===== config.mk =====
export PLATFORM = sky130hd
export DESIGN_NAME = vn_debiaser
export DESIGN_NICKNAME = d
export VERILOG_FILES = /design/src/rtl/vn_debiaser_pkg.sv /design/src/rtl/sync_ff.sv /design/src/rtl/vn_debiaser.sv
export SDC_FILE = /design/constraint.sdc
export NUM_CORES = 1
export LEC_CHECK = 0
export CAP_MARGIN = 20
export CORE_UTILIZATION = 51
export CTS_CLUSTER_DIAMETER = 120
export CTS_CLUSTER_SIZE = 12
export DETAILED_ROUTE_END_ITERATION = 16
export HOLD_SLACK_MARGIN = 0.06
export MAX_ROUTING_LAYER = met4
export PLACE_DENSITY_LB_ADDON = 0.2
export REMOVE_ABC_BUFFERS = 1
export SYNTH_ARGS = -nofsm -noshare
export SYNTH_HDL_FRONTEND = slang
export SYNTH_SLANG_ARGS = --single-unit

===== constraint.sdc =====
create_clock -name clk -period 2.1 [get_ports clk]
set_clock_uncertainty 0.2 [all_clocks]
set_input_delay 0.42 -clock clk [delete_from_list [all_inputs] [get_ports clk]]
set_output_delay 0.42 -clock clk [all_outputs]
set_load 0.05 [all_outputs]

===== src/rtl/vn_debiaser_pkg.sv =====
// Shared types and width constants for the von Neumann debiaser.
package vn_debiaser_pkg;

    typedef enum logic {
        EMPTY      = 1'b0,
        HAVE_FIRST = 1'b1
    } vn_state_e;

    localparam int unsigned TICK_W = 16;
    localparam int unsigned REP_W  = 16;

endpackage


===== src/rtl/sync_ff.sv =====
// Multi-stage flop synchronizer for a single asynchronous bit.
module sync_ff #(
    parameter int unsigned STAGES = 2
) (
    input  logic clk,
    input  logic rst_n,
    input  logic d,
    output logic q
);

    logic [STAGES-1:0] sync_q;
    logic [STAGES-1:0] sync_d;

    always_comb begin
        sync_d = {sync_q[STAGES-2:0], d};
    end

    always_ff @(posedge clk or negedge rst_n) begin
        if (!rst_n) begin
            sync_q <= '0;
        end else begin
            sync_q <= sync_d;
        end
    end

    assign q = sync_q[STAGES-1];

endmodule


===== src/rtl/vn_debiaser.sv =====
// Von Neumann debiaser with decimated sampling of a synchronized entropy bit.
// Define VN_DEBIASER_HEALTH_EN to build in the repetition-count health test.
module vn_debiaser
    import vn_debiaser_pkg::*;
#(
    parameter int unsigned SYNC_STAGES = 2,
    parameter int unsigned DIV         = 4,
    parameter int unsigned REP_LIMIT   = 32
) (
    input  logic clk,
    input  logic rst_n,
    input  logic raw,
    input  logic health_clr,
    output logic random,
    output logic random_valid,
    output logic health_fail
);

    localparam logic [TICK_W-1:0] TICK_LAST = TICK_W'(DIV - 1);

    logic              s;
    logic              tick;
    logic [TICK_W-1:0] tick_cnt_q, tick_cnt_d;
    vn_state_e         state_q, state_d;
    logic              first_q, first_d;
    logic              random_q, random_d;
    logic              valid_q, valid_d;
    logic              fail_next;

    sync_ff #(
        .STAGES(SYNC_STAGES)
    ) u_sync (
        .clk  (clk),
        .rst_n(rst_n),
        .d    (raw),
        .q    (s)
    );

    assign tick = (tick_cnt_q == TICK_LAST);

    always_comb begin
        tick_cnt_d = tick ? '0 : tick_cnt_q + TICK_W'(1);
        state_d    = state_q;
        first_d    = first_q;
        random_d   = 1'b0;
        valid_d    = 1'b0;
        if (health_clr) begin
            state_d = EMPTY;
        end else if (tick) begin
            case (state_q)
                EMPTY: begin
                    first_d = s;
                    state_d = HAVE_FIRST;
                end
                HAVE_FIRST: begin
                    state_d = EMPTY;
                    // Next-cycle failure also gates, so valid never coincides with health_fail.
                    if (s != first_q && !fail_next) begin
                        valid_d  = 1'b1;
                        random_d = first_q;
                    end
                end
                default: state_d = EMPTY;
            endcase
        end
    end

    always_ff @(posedge clk or negedge rst_n) begin
        if (!rst_n) begin
            tick_cnt_q <= '0;
            state_q    <= EMPTY;
            first_q    <= 1'b0;
            random_q   <= 1'b0;
            valid_q    <= 1'b0;
        end else begin
            tick_cnt_q <= tick_cnt_d;
            state_q    <= state_d;
            first_q    <= first_d;
            random_q   <= random_d;
            valid_q    <= valid_d;
        end
    end

`ifdef VN_DEBIASER_HEALTH_EN
    localparam logic [REP_W-1:0] REP_MAX = REP_W'(REP_LIMIT);

    logic [REP_W-1:0] rep_q, rep_d;
    logic             prev_q, prev_d;
    logic             have_prev_q, have_prev_d;
    logic             health_fail_q, health_fail_d;
    logic             trip;

    always_comb begin
        rep_d       = rep_q;
        prev_d      = prev_q;
        have_prev_d = have_prev_q;
        trip        = 1'b0;
        if (tick) begin
            prev_d      = s;
            have_prev_d = 1'b1;
            if (!have_prev_q || s != prev_q) begin
                rep_d = REP_W'(1);
            end else if (rep_q != REP_MAX) begin
                rep_d = rep_q + REP_W'(1);
            end
            trip = (rep_d == REP_MAX);
        end
        // A trip is evaluated before the clear so it wins a same-cycle collision.
        if (health_clr) begin
            rep_d = REP_W'(1);
        end
        health_fail_d = trip | (health_fail_q & ~health_clr);
    end

    always_ff @(posedge clk or negedge rst_n) begin
        if (!rst_n) begin
            rep_q         <= '0;
            prev_q        <= 1'b0;
            have_prev_q   <= 1'b0;
            health_fail_q <= 1'b0;
        end else begin
            rep_q         <= rep_d;
            prev_q        <= prev_d;
            have_prev_q   <= have_prev_d;
            health_fail_q <= health_fail_d;
        end
    end

    assign fail_next   = health_fail_d;
    assign health_fail = health_fail_q;
`else
    assign fail_next   = 1'b0;
    assign health_fail = 1'b0;
`endif

    assign random       = random_q;
    assign random_valid = valid_q;

endmodule


==> results.py <==
metrics = {
    "power": {
        "p_sw_mw": 0.136,
        "pwr-share-seq_pct": 63.5,
        "switching_share_pct": 20.0,
        "p_int_mw": 0.544,
        "power.density_nw_per_um2": 631,
        "combPwrFrac_pct": 3.6,
        "clockPowerShare_pct": 32.9,
        "p_leak_nw": 0.543,
        "ir_worst_vdd_mv": 0.542,
    },
    "min_path": {
        "min_to": "u_sync.sync_q[1]",
        "hp-start": "u_sync.sync_q[0]",
        "hold_depth": 0,
        "hp-class": "reg -> reg",
    },
    "timing": {
        "rsz0062_at_grt": "no",
        "finalCritPeriodShare_pct": 85.5,
        "fmax_ghz": 0.557,
        "worst_slack_ps": 304,
        "final_hold_viol_count": 0,
        "final_max_slew_viol_count": 0,
        "worst_pin_slew_ps": 513,
        "fin_crit_ps": 1800,
        "finalSetupViolations": 0,
        "max_slew_margin_pct": 65.7,
        "tns_ps": 0,
        "whs_ps": 159,
    },
    "clock_tree": {
        "cts_tree": "done",
        "cts_setup_buffers": 0,
        "htreeDepth": 1,
        "clk_pin_slew_ps": 110,
        "cts_buffer_depth": 2,
        "cts_buffers": 3,
        "cts_hold_buf": 0,
        "clock_latency_ps": 300,
        "cts_root_buf": "clkbuf_4",
        "ctsResizeCount": 0,
        "clock_sinks": 22,
    },
    "floorplanning": {
        "io_pins": 7,
        "start_util_pct": 54.7,
        "dieArea_um2": 2050,
        "die_y_um": 45.3,
        "coreArea_um2": 1750,
        "die_x_um": 45.3,
        "num_rows": 15,
    },
    "cells_and_area": {
        "stdcell_area_um2": 1080,
        "final_common_cell": "dfrtp_1",
        "synthToLayoutAreaGrowth_pct": 12.8,
        "final_cell_mix": "dfrtp_1, xnor2_1, nor2_1, xor2_1, nand2_1",
        "drive_above_1_share_pct": 11.5,
        "antenna_cells": 0,
        "finalNetCount": 94,
    },
    "synth": {
        "synth_area_per_cell_um2": 12.2,
        "yosys.area.top_type": "dfrtp_1",
        "seq_area_frac_synth_pct": 57.7,
        "yosys-top-cells-area": "dfrtp_1, xnor2_1, xor2_1",
        "ys_ff_latch": 22,
        "synth_top_cell_area_share_pct": 57.7,
        "ys_types": 23,
        "synthCells": 78,
        "synthesis.area_um2": 955,
        "synth_warnings": 0,
    },
    "worst_setup_path": {
        "end_kind": "flip-flop",
        "r2r_start": "tick_cnt_q[0]",
        "r2r_cells": 5,
        "r2r_end": "first_q",
        "arrival_ps": 1800,
        "crit_type": "reg -> reg",
        "crit_required_ps": 2100,
        "r2r_slack_ps": 300,
        "cp_max_fo": 3,
        "worst_setup_path_start_kind": "flip-flop",
    },
    "place": {
        "globalplace.congestion": 0.748,
        "port_buffers": 5,
        "placed_cell_area_um2": 1040,
        "pre_cts_slack_ps": 311,
        "dpl.hpwl_um": 1020,
    },
    "run_status": {
        "status": "complete, no violations",
    },
    "detailed_routing": {
        "firstDrtPassIters": 3,
        "vias": 567,
        "wl_per_cell_um": 12.4,
        "viasPerCell": 5.06,
        "drt_iter0_markers": 9,
        "ant_nets": 0,
        "wl_um": 1390,
        "drc": 0,
    },
    "global_routing": {
        "grt_pass1_vias": 579,
        "grt_pass1_wl_um": 2520,
        "grt.overflow.total": 0,
        "grtUsageTotal_pct": 18.6,
        "antenna_found_initial": 0,
        "grt_max_degree": 23,
    },
    "job": {
        "max-cap-violations": 0,
    },
}
==> worst max-delay path: stages (launching register included) <==
cell,delay [ps]
dfrtp_1,380
ha_1,200
nor4b_2,240
nand4_1,200
nor3_2,150
mux2_1,330
==> flip-flops by register name, summed over array words and instances (netlist names) <==
register and flops:
state_q 1, random 1, random_valid 1, tick_cnt_q 16, first_q 1, u_sync.sync_q 2
==> layer usage <==
metal,track usage [%],part of all wire [%],vias up
li1,-,-,283
met1,21.9,50,275
met2,28.7,45,7
met3,7.20,3.9,2
met4,7.27,1.6,0
met5,-,0,-
==> power by group through the flow <==
stage	logic [mW]	clock network [mW]	registers, mW
floorplan	0.00912	0	0.439
global placement	0.0255	0	0.440
detailed placement	0.0256	0	0.440
CTS	0.0258	0.232	0.432
global route	0.0292	0.257	0.433
finish	0.0248	0.224	0.432
==> final cells by class <==
class                      instances  area, um^2
fill                             154         668
sequential                        22         551
multi-input combinational         52         385
timing repair buffer               6        62.6
clock buffer                       4        36.3
tap                               25        31.3
inverter                           3        11.3
==> how the worst max path moves through the flow <==
stage	startpoint	end	slack (ps)	depth (start not counted)
2_1_floorplan	tick_cnt_q[0]	first_q	430	5
3_3_place_gp	tick_cnt_q[0]	first_q	300	5
3_5_place_dp	tick_cnt_q[0]	first_q	310	5
6_report	tick_cnt_q[0]	first_q	300	5
4_1_cts	random	random	0.8	1
5_1_grt	tick_cnt_q[0]	first_q	130	5
==> cells by family after synthesis <==
group,share of synthesized area [%]
multiplexers,1.18
AND/OR/NAND/NOR,22.4
other,0.393
flip-flops,57.7
XOR/XNOR,13.8
buffers and inverters,1.97
adder cells (fa/ha/maj),2.62
==> per-stage QoR <==
| stage | instances | util (%) | power (mW) |
|---|---|---|---|
| global route | 112 | 61.7 | 0.719 |
| CTS | 112 | 61.4 | 0.690 |
| global placement | 108 | 59.4 | 0.465 |
| floorplan | 77 | - | 0.448 |
| finish | 112 | 61.7 | 0.680 |
| detailed placement | 108 | 59.4 | 0.466 |
==> cells in the mapped netlist <==
cell type and instances:
and2_1 2, nor3_1 1, ha_1 2, nor4b_2 1
nor4b_1 1, nor3_2 3, nand4_2 1, nand3_1 3
xnor2_1 9, nor2b_1 1, xor2_1 6, and3_1 2
buf_4 1, mux2_1 1, nor4_1 2, nand2_1 4
and4_1 2, nor2_1 6, inv_1 3, conb_1 1
nand4_1 3, dfrtp_1 22, and4b_1 1
(Power assumes the default switching activity.)
